--- config.mk ---
export PLATFORM = sky130hd
export DESIGN_NAME = hqm_list_sel_rf_pg_ctl
export DESIGN_NICKNAME = d
export VERILOG_FILES = /design/src/rtl/hqm_list_sel_rf_pg_ctl.sv
export SDC_FILE = /design/constraint.sdc
export NUM_CORES = 1
export LEC_CHECK = 0
export BUFFER_PORTS_ARGS = -buffer_cell sky130_fd_sc_hd__clkbuf_2
export CAP_MARGIN = 10
export CORE_AREA = 2 2 68 70
export DETAILED_ROUTE_END_ITERATION = 10
export DIE_AREA = 0 0 70 72
export GPL_TIMING_DRIVEN = 0
export PLACE_DENSITY = 0.77
export SLEW_MARGIN = 10
export SYNTH_ARGS = -nofsm -noshare
export SYNTH_HDL_FRONTEND = slang
export SYNTH_SLANG_ARGS = --single-unit
--- constraint.sdc ---
create_clock -name clk -period 1.7 [get_ports clk]
set_input_delay 0.255 -clock clk [delete_from_list [all_inputs] [get_ports clk]]
set_output_delay 0.255 -clock clk [all_outputs]
set_load 0.05 [all_outputs]
--- src/rtl/hqm_list_sel_rf_pg_ctl.sv ---
// Power-gating controller for a 4-entry x 25-bit register file with two
// round-robin write ports and one read port, gated by an idle counter.
module hqm_list_sel_rf_pg_ctl #(
  parameter int IDLE_W = 8
) (
  input  logic              clk,
  input  logic              rst_n,
  input  logic [IDLE_W-1:0] cfg_idle_limit,
  input  logic              force_on,
  input  logic              wr0_req,
  input  logic [1:0]        wr0_addr,
  input  logic [24:0]       wr0_data,
  output logic              wr0_gnt,
  input  logic              wr1_req,
  input  logic [1:0]        wr1_addr,
  input  logic [24:0]       wr1_data,
  output logic              wr1_gnt,
  input  logic              rd_req,
  input  logic [1:0]        rd_addr,
  output logic              rd_gnt,
  output logic              rd_v,
  output logic [24:0]       rd_data,
  output logic              mem_we,
  output logic [1:0]        mem_waddr,
  output logic [24:0]       mem_wdata,
  output logic              mem_re,
  output logic [1:0]        mem_raddr,
  input  logic [24:0]       mem_rdata,
  output logic              pgcb_isol_en,
  output logic              pwr_enable_b_in,
  input  logic              pwr_enable_b_out,
  output logic [2:0]        pg_state
);

  typedef enum logic [2:0] {
    OFF   = 3'd0,
    PUP   = 3'd1,
    UNISO = 3'd2,
    ON    = 3'd3,
    ISO   = 3'd4,
    PDN   = 3'd5
  } pg_state_t;

  pg_state_t         state;
  pg_state_t         state_nxt;
  logic [IDLE_W-1:0] idle_cnt;
  logic              rr_ptr;
  logic              rd_v_q;
  logic              pwr_b_q;
  logic              isol_q;
  logic              any_req;
  logic              is_on;

  assign any_req = wr0_req | wr1_req | rd_req;
  assign is_on   = (state == ON);

  // Handshake: a requester raises req with stable addr/data and holds all
  // three until the matching gnt is seen high; the transfer happens in that
  // same cycle. Grants only ever assert in ON.
  always_comb begin
    state_nxt = state;
    case (state)
      OFF:     if (any_req || force_on) state_nxt = PUP;
      PUP:     if (!pwr_enable_b_out) state_nxt = UNISO;
      UNISO:   state_nxt = ON;
      ON:      if ((idle_cnt == cfg_idle_limit) && (cfg_idle_limit != '0) &&
                   !force_on && !any_req) state_nxt = ISO;
      ISO:     state_nxt = PDN;
      PDN:     if (pwr_enable_b_out) state_nxt = OFF;
      default: state_nxt = OFF;
    endcase
  end

  // rr_ptr = 0 gives wr0 priority on a tie; a lone requester always wins.
  assign wr0_gnt = is_on && wr0_req && (!wr1_req || !rr_ptr);
  assign wr1_gnt = is_on && wr1_req && (!wr0_req || rr_ptr);
  assign rd_gnt  = is_on && rd_req;

  assign mem_we    = wr0_gnt | wr1_gnt;
  assign mem_waddr = wr0_gnt ? wr0_addr : (wr1_gnt ? wr1_addr : 2'd0);
  assign mem_wdata = wr0_gnt ? wr0_data : (wr1_gnt ? wr1_data : 25'd0);
  assign mem_re    = rd_gnt;
  assign mem_raddr = rd_addr;

  assign rd_v            = rd_v_q;
  assign rd_data         = rd_v_q ? mem_rdata : 25'd0;
  assign pgcb_isol_en    = isol_q;
  assign pwr_enable_b_in = pwr_b_q;
  assign pg_state        = state;

  // Power/isolation controls are registered from the next state so they
  // change together with pg_state and never glitch.
  always_ff @(posedge clk or negedge rst_n) begin
    if (!rst_n) begin
      state    <= OFF;
      pwr_b_q  <= 1'b1;
      isol_q   <= 1'b1;
      idle_cnt <= '0;
      rr_ptr   <= 1'b0;
      rd_v_q   <= 1'b0;
    end else begin
      state   <= state_nxt;
      pwr_b_q <= (state_nxt == OFF) || (state_nxt == PDN);
      isol_q  <= (state_nxt != ON);
      rd_v_q  <= rd_gnt;
      if (is_on && (state_nxt == ON)) begin
        if (any_req || rd_v_q)   idle_cnt <= '0;
        else if (idle_cnt != '1) idle_cnt <= idle_cnt + 1'b1;
      end else begin
        idle_cnt <= '0;
      end
      if (wr0_gnt)      rr_ptr <= 1'b1;
      else if (wr1_gnt) rr_ptr <= 1'b0;
    end
  end

endmodule

# Yosys cells after proc, flatten, opt, wreduce, memory -nomap -nowiden
# Index checks and enable logic that the tools add are counted.
[word_totals] in_bits=96 rom_bits=0 output_inout_bits=65 regBits=15 elab_cells=59 latch_bits=0 mem_bits_rw=0 mem_count=0
[classes] bitwise_logic=3 mul=0 addsub=1 shifts=0 n_mux=15 eq_ne=11 order_cmp=0 n_reduce_logical=23 div_mod_pow=0
[ops] cell="25-bit two-way mux" count=3
[ops] cell="8-bit two-way mux" count=3
[ops] cell="3-bit case mux with 6 select lines" count=1
[ops] cell="3-bit two-way mux" count=4
[ops] cell="3-bit by 2-bit equality test with 1-bit output, second input constant" count=3
[ops] cell="3-bit equality test, second input constant" count=3
[ops] cell="1-bit logical AND" count=9
[ops] cell="8-bit by 1-bit adder with 8-bit output, second input constant" count=1
[ops] cell="8-bit equality test" count=1
[ops] cell="8-bit inequality test, second input constant" count=1
[ops] cell="8-bit nonzero test" count=1
[ops] cell="3-bit zero test" count=2
[ops] cell="1-bit zero test" count=5
[ops] cell="1-bit logical OR" count=5
[ops] cell="2-bit two-way mux" count=2
[ops] cell="3-bit by 1-bit equality test with 1-bit output, second input constant" count=1
[ops] cell="3-bit by 1-bit inequality test with 1-bit output, second input constant" count=1
[ops] cell="3-bit by 2-bit inequality test with 1-bit output, second input constant" count=1
[ops] cell="1-bit bitwise OR" count=3
[ops] cell="1-bit two-way mux" count=2
[ops] cell="2-bit nonzero test" count=1

# Logic depth before layout (Yosys ltp)
[logic_depth] word_depth=9 mapped_depth=5 mapped_depth_nobuf=5

# Least setup slack after synthesis
# No wires, ideal clock.
[synth_path] kind="register to output" from="reg state[2], in the netlist pg_state[2]" to="out mem_wdata[16]" path_buffers=1 required_ps=1445 setup_slack_ps=-726 arrival_ps=2171 path_stages_with_launch=5 path_cell_list="dfrtp_1 > nand2b_1 > a2111oi_2 > buf_2 > a22o_1"
[synth_via] elab_chain_len=5 elab_cells_between_ends=7 classes_between="1 x eq/ne; 2 x mux; 4 x reduce/logical"
[synth_lines] element="from (decl)" line="44" rtl="pg_state_t state;"
[synth_lines] element="from (signal assigned)" line="102" rtl="state <= state_nxt;"
[synth_lines] element="3-bit by 2-bit equality test with 1-bit output" line="55" rtl="assign is_on = (state == ON);"
[synth_lines] element="1-bit logical AND (2 in a row)" line="76" rtl="assign wr1_gnt = is_on && wr1_req && (!wr0_req || rr_ptr);"
[synth_lines] element="net wr1_gnt" line="17" rtl="output logic wr1_gnt,"
[synth_lines] element="25-bit two-way mux (2 in a row)" line="81" rtl="assign mem_wdata = wr0_gnt ? wr0_data : (wr1_gnt ? wr1_data : 25'd0);"
[synth_lines] element="to (decl)" line="25" rtl="output logic [24:0] mem_wdata,"
# The timed path passes the listed nets, and every way through them passes these cells.

# Worst setup path in the final report
[layout_path] from="reg state[2], in the netlist pg_state[2]" to="out mem_wdata[22]"
[layout_via] elab_chain_len=5 elab_cells_between_ends=7 classes_between="1 x eq/ne; 2 x mux; 4 x reduce/logical"
[layout_lines] element="3-bit by 2-bit equality test with 1-bit output *" line="55"
[layout_lines] element="1-bit logical AND (2 in a row)" line="76"
[layout_lines] element="25-bit two-way mux" line="81"
[layout_lines] element="25-bit two-way mux *" line="81"
# Mark *: on every way between the ends. The rest lies on a longest branch, timed or not.

==> results.md <==
* Fill cell total of the finished layout at 235
* Num CTS Buffers at 3
* Run status: complete, but fails checks
* Syn nets at 253
* Commonest non-fill, non-tap cell in the layout: clkbuf_2
* Die ar. at 0.00504 mm^2
* DP Area at 0.00251 mm^2
* Post-detail-place hpwl at around 5000 um
* GRT Total Usage at 26.8%
* Final Setup Violations at 32
* Critical path class: reg -> out
* Failing checks: negative setup slack
* Std-Cell Rows at 24
* Final WL at around 7900 um
* Core area at roughly 0.0043 mm^2
* DR iter-0 viols at 62
* DR WL/cell at 20.4 um
* Synth Area per Inst at roughly 8.7 um^2
* Worst slew pin tran at 0.431 ns
* Initial core utilization at 31.7%
* Clk sinks at 15
* DR vias at 2,110
* Port Buf Inserts at 158
* Max Cap Violations at 0
* Clock root buffer: clkbuf_8
* Die height at about 72 um
* Vias in the first global route at between 2k and 2.5k
* Nets at approximately 430
* Ys flop type: dfrtp_1
* Worst IR Drop VDD at between 0.6 and 0.7 mV
* Initial antenna violation count at 1
* DIE WIDTH at 70 um
* ANT cells at 0
* Area delta synth->final at 150%
* Total gr overflow at 0
* Cell variety after synth at 37
* Power per cell area at between 600 and 700 mW/mm^2
* Slew HR at approximately 71%
* Worst Setup Start Kind: register
* RSZ-0062 raised after global routing: true
* Final setup margin at -0.299 ns
* Pin count of the biggest net entering global routing at 16
* CTS Buffer Depth at 2
* Routed Antenna Nets at 0
* Vias/cell at between 5 and 6
* Critical path required time at around 1.4 ns
* Crit path DAT at approximately 1.7 ns
* Tcrit/Tclk final at 118%
* Post-synthesis sequential area ratio at about 28%
* First-pass GRT wire length at 10,500 um
* Crit end category: output pin
* Cells after Synth at 156
* Asr flop ratio synth at 100%
* Post-Route Setup TNS at -8.36 ns
* Final critical-path required period at ~2 ns
* Hold Violations, Final at 0
* Clock slew at reported path FFs at 0.06 ns
* Fin util at about 79%
* Synthesis-stage register bit count at 15
* Ports at 161
* CTS tree: yes
* P_leak at between 1.5 and 2 nW
* Post-route insts no fill at 385
* Number of H-tree levels at 1
* Warnings, synthesis at 0
* Pwr Total at slightly above 2 mW
* Max frequency at 500 MHz
* Cell area after layout at about 0.0034 mm^2
* Slew Viols, Final at 0
* HP Class: in -> reg
* Placer congestion estimate at 0.842
* Layout Skew at 0.00534 ns
* Pre-antenna DRT Iters at 4
* Post-synth EDFFs at 0
* Cell Area, Synth at 0.00135 mm^2
* CP max FO at 10
* Dpl cells at 366
* Reg2reg setup slack at 0 ns
* Clk_lat worst skew at ~0.25 ns
* Most frequent cells in the layout: 128 x clkbuf_2, 29 x clkbuf_16, 27 x a22o_4
* Remaining DRCs at 0
* Layout cells sized above 1 at 70.6%
-- critical path, stage by stage (launching register included) --
cell	delay [ns]
dfrtp_2	0.43
nand2b_4	0.18
nor2_2	0.14
and3_4	0.24
buf_8	0.16
a22o_4	0.17
clkbuf_16	0.16
-- report_power, final --
part	switching [mW]	total [mW]	internal, mW
Clock	0.124	0.286	0.162
Combinational	0.728	1.40	0.672
Sequential	0.0111	0.377	0.366
Total	0.863	2.06	1.20
-- worst paths after layout --
| path | from | end | cells after the start |
|---|---|---|---|
| min in group asynchronous | rst_n | idle_cnt[0] | 2 |
| hold reg to reg | pg_state[0] | pwr_enable_b_in | 1 |
| hold / removal | pwr_enable_b_out | pg_state[2] | 4 |
| setup reg to reg | pg_state[2] | pg_state[1] | 5 |
| max in group asynchronous | rst_n | pgcb_isol_en | 2 |
| setup / recovery | pg_state[2] | mem_wdata[22] | 6 |
-- what timing repair did --
action | 4_1_cts | 5_1_grt
gates resized for setup | 99 | 29
endpoints found under the setup margin | 52 | 55
hold buffers | 1 | 0
hold endpoints to repair | 13 | 0
cloned | 0 | 1
pin swaps | 1 | 2
setup buffers | 2 | 11
-- per-layer routing --
layer,share of wire (%),vias to the layer above,global-route usage (%)
li1,-,931,-
met1,31,981,27.4
met2,53,158,49.8
met3,10,40,8.89
met4,5.0,0,11.8
met5,0,-,0
-- flip-flops by register name (all words and copies together) (netlist names) --
name	flops
pwr_enable_b_in	1
rr_ptr	1
rd_v	1
pg_state	3
idle_cnt	8
pgcb_isol_en	1
-- kinds of logic (layout without fill, tap and decap cells) --
logic type / count (synthesis) / after routing / share of synthesized area, %
flops: 15 / 15 / 27.9
buf+inv: 17 / 194 / 6.56
simple gates: 67 / 67 / 29.9
compound gates: 43 / 43 / 26.2
fa+ha+maj: 1 / 1 / 0.924
xor+xnor: 11 / 11 / 7.12
mux: 2 / 2 / 1.48
-- cells in the mapped netlist (2+ instances only) --
library cell | number | area [um^2]
nand2_1 | 8 | 30.0
and2_1 | 25 | 156
nor2_1 | 3 | 11.3
a22o_1 | 27 | 236
dfstp_2 | 2 | 52.6
buf_2 | 5 | 25.0
mux2i_1 | 2 | 20.0
dfrtp_1 | 13 | 325
and3_1 | 4 | 25.0
xor2_1 | 3 | 26.3
o21ai_0 | 7 | 35.0
o31ai_1 | 3 | 22.5
nand3_1 | 3 | 15.0
nor4_1 | 4 | 25.0
nand2b_1 | 2 | 12.5
buf_4 | 3 | 22.5
xnor2_1 | 8 | 70.1
clkbuf_1 | 3 | 11.3
nor3_1 | 9 | 45.0
inv_1 | 5 | 18.8
-- final cells by class --
class / count / area (um^2) / area share, %
Buffer: 12 / 149 / 4.40
Clock buffer: 3 / 41.3 / 1.22
Clock inverter: 1 / 5.00 / 0.148
Inverter: 5 / 21.3 / 0.629
Multi-Input combinational cell: 124 / 1180 / 34.8
Sequential cell: 15 / 383 / 11.3
Tap cell: 52 / 65.1 / 1.92
Timing Repair Buffer: 173 / 1540 / 45.5
-- metrics by stage --
stage | hold WS [ns] | worst slack [ns]
final | 0.329 | -0.299
after CTS | 0.294 | -0.339
after floorplan | -0.0406 | -0.106
after global routing | 0.348 | -0.338
after detailed placement | 0.181 | -0.263
after global placement | 0.178 | -0.214
(Power assumes the default switching activity.)
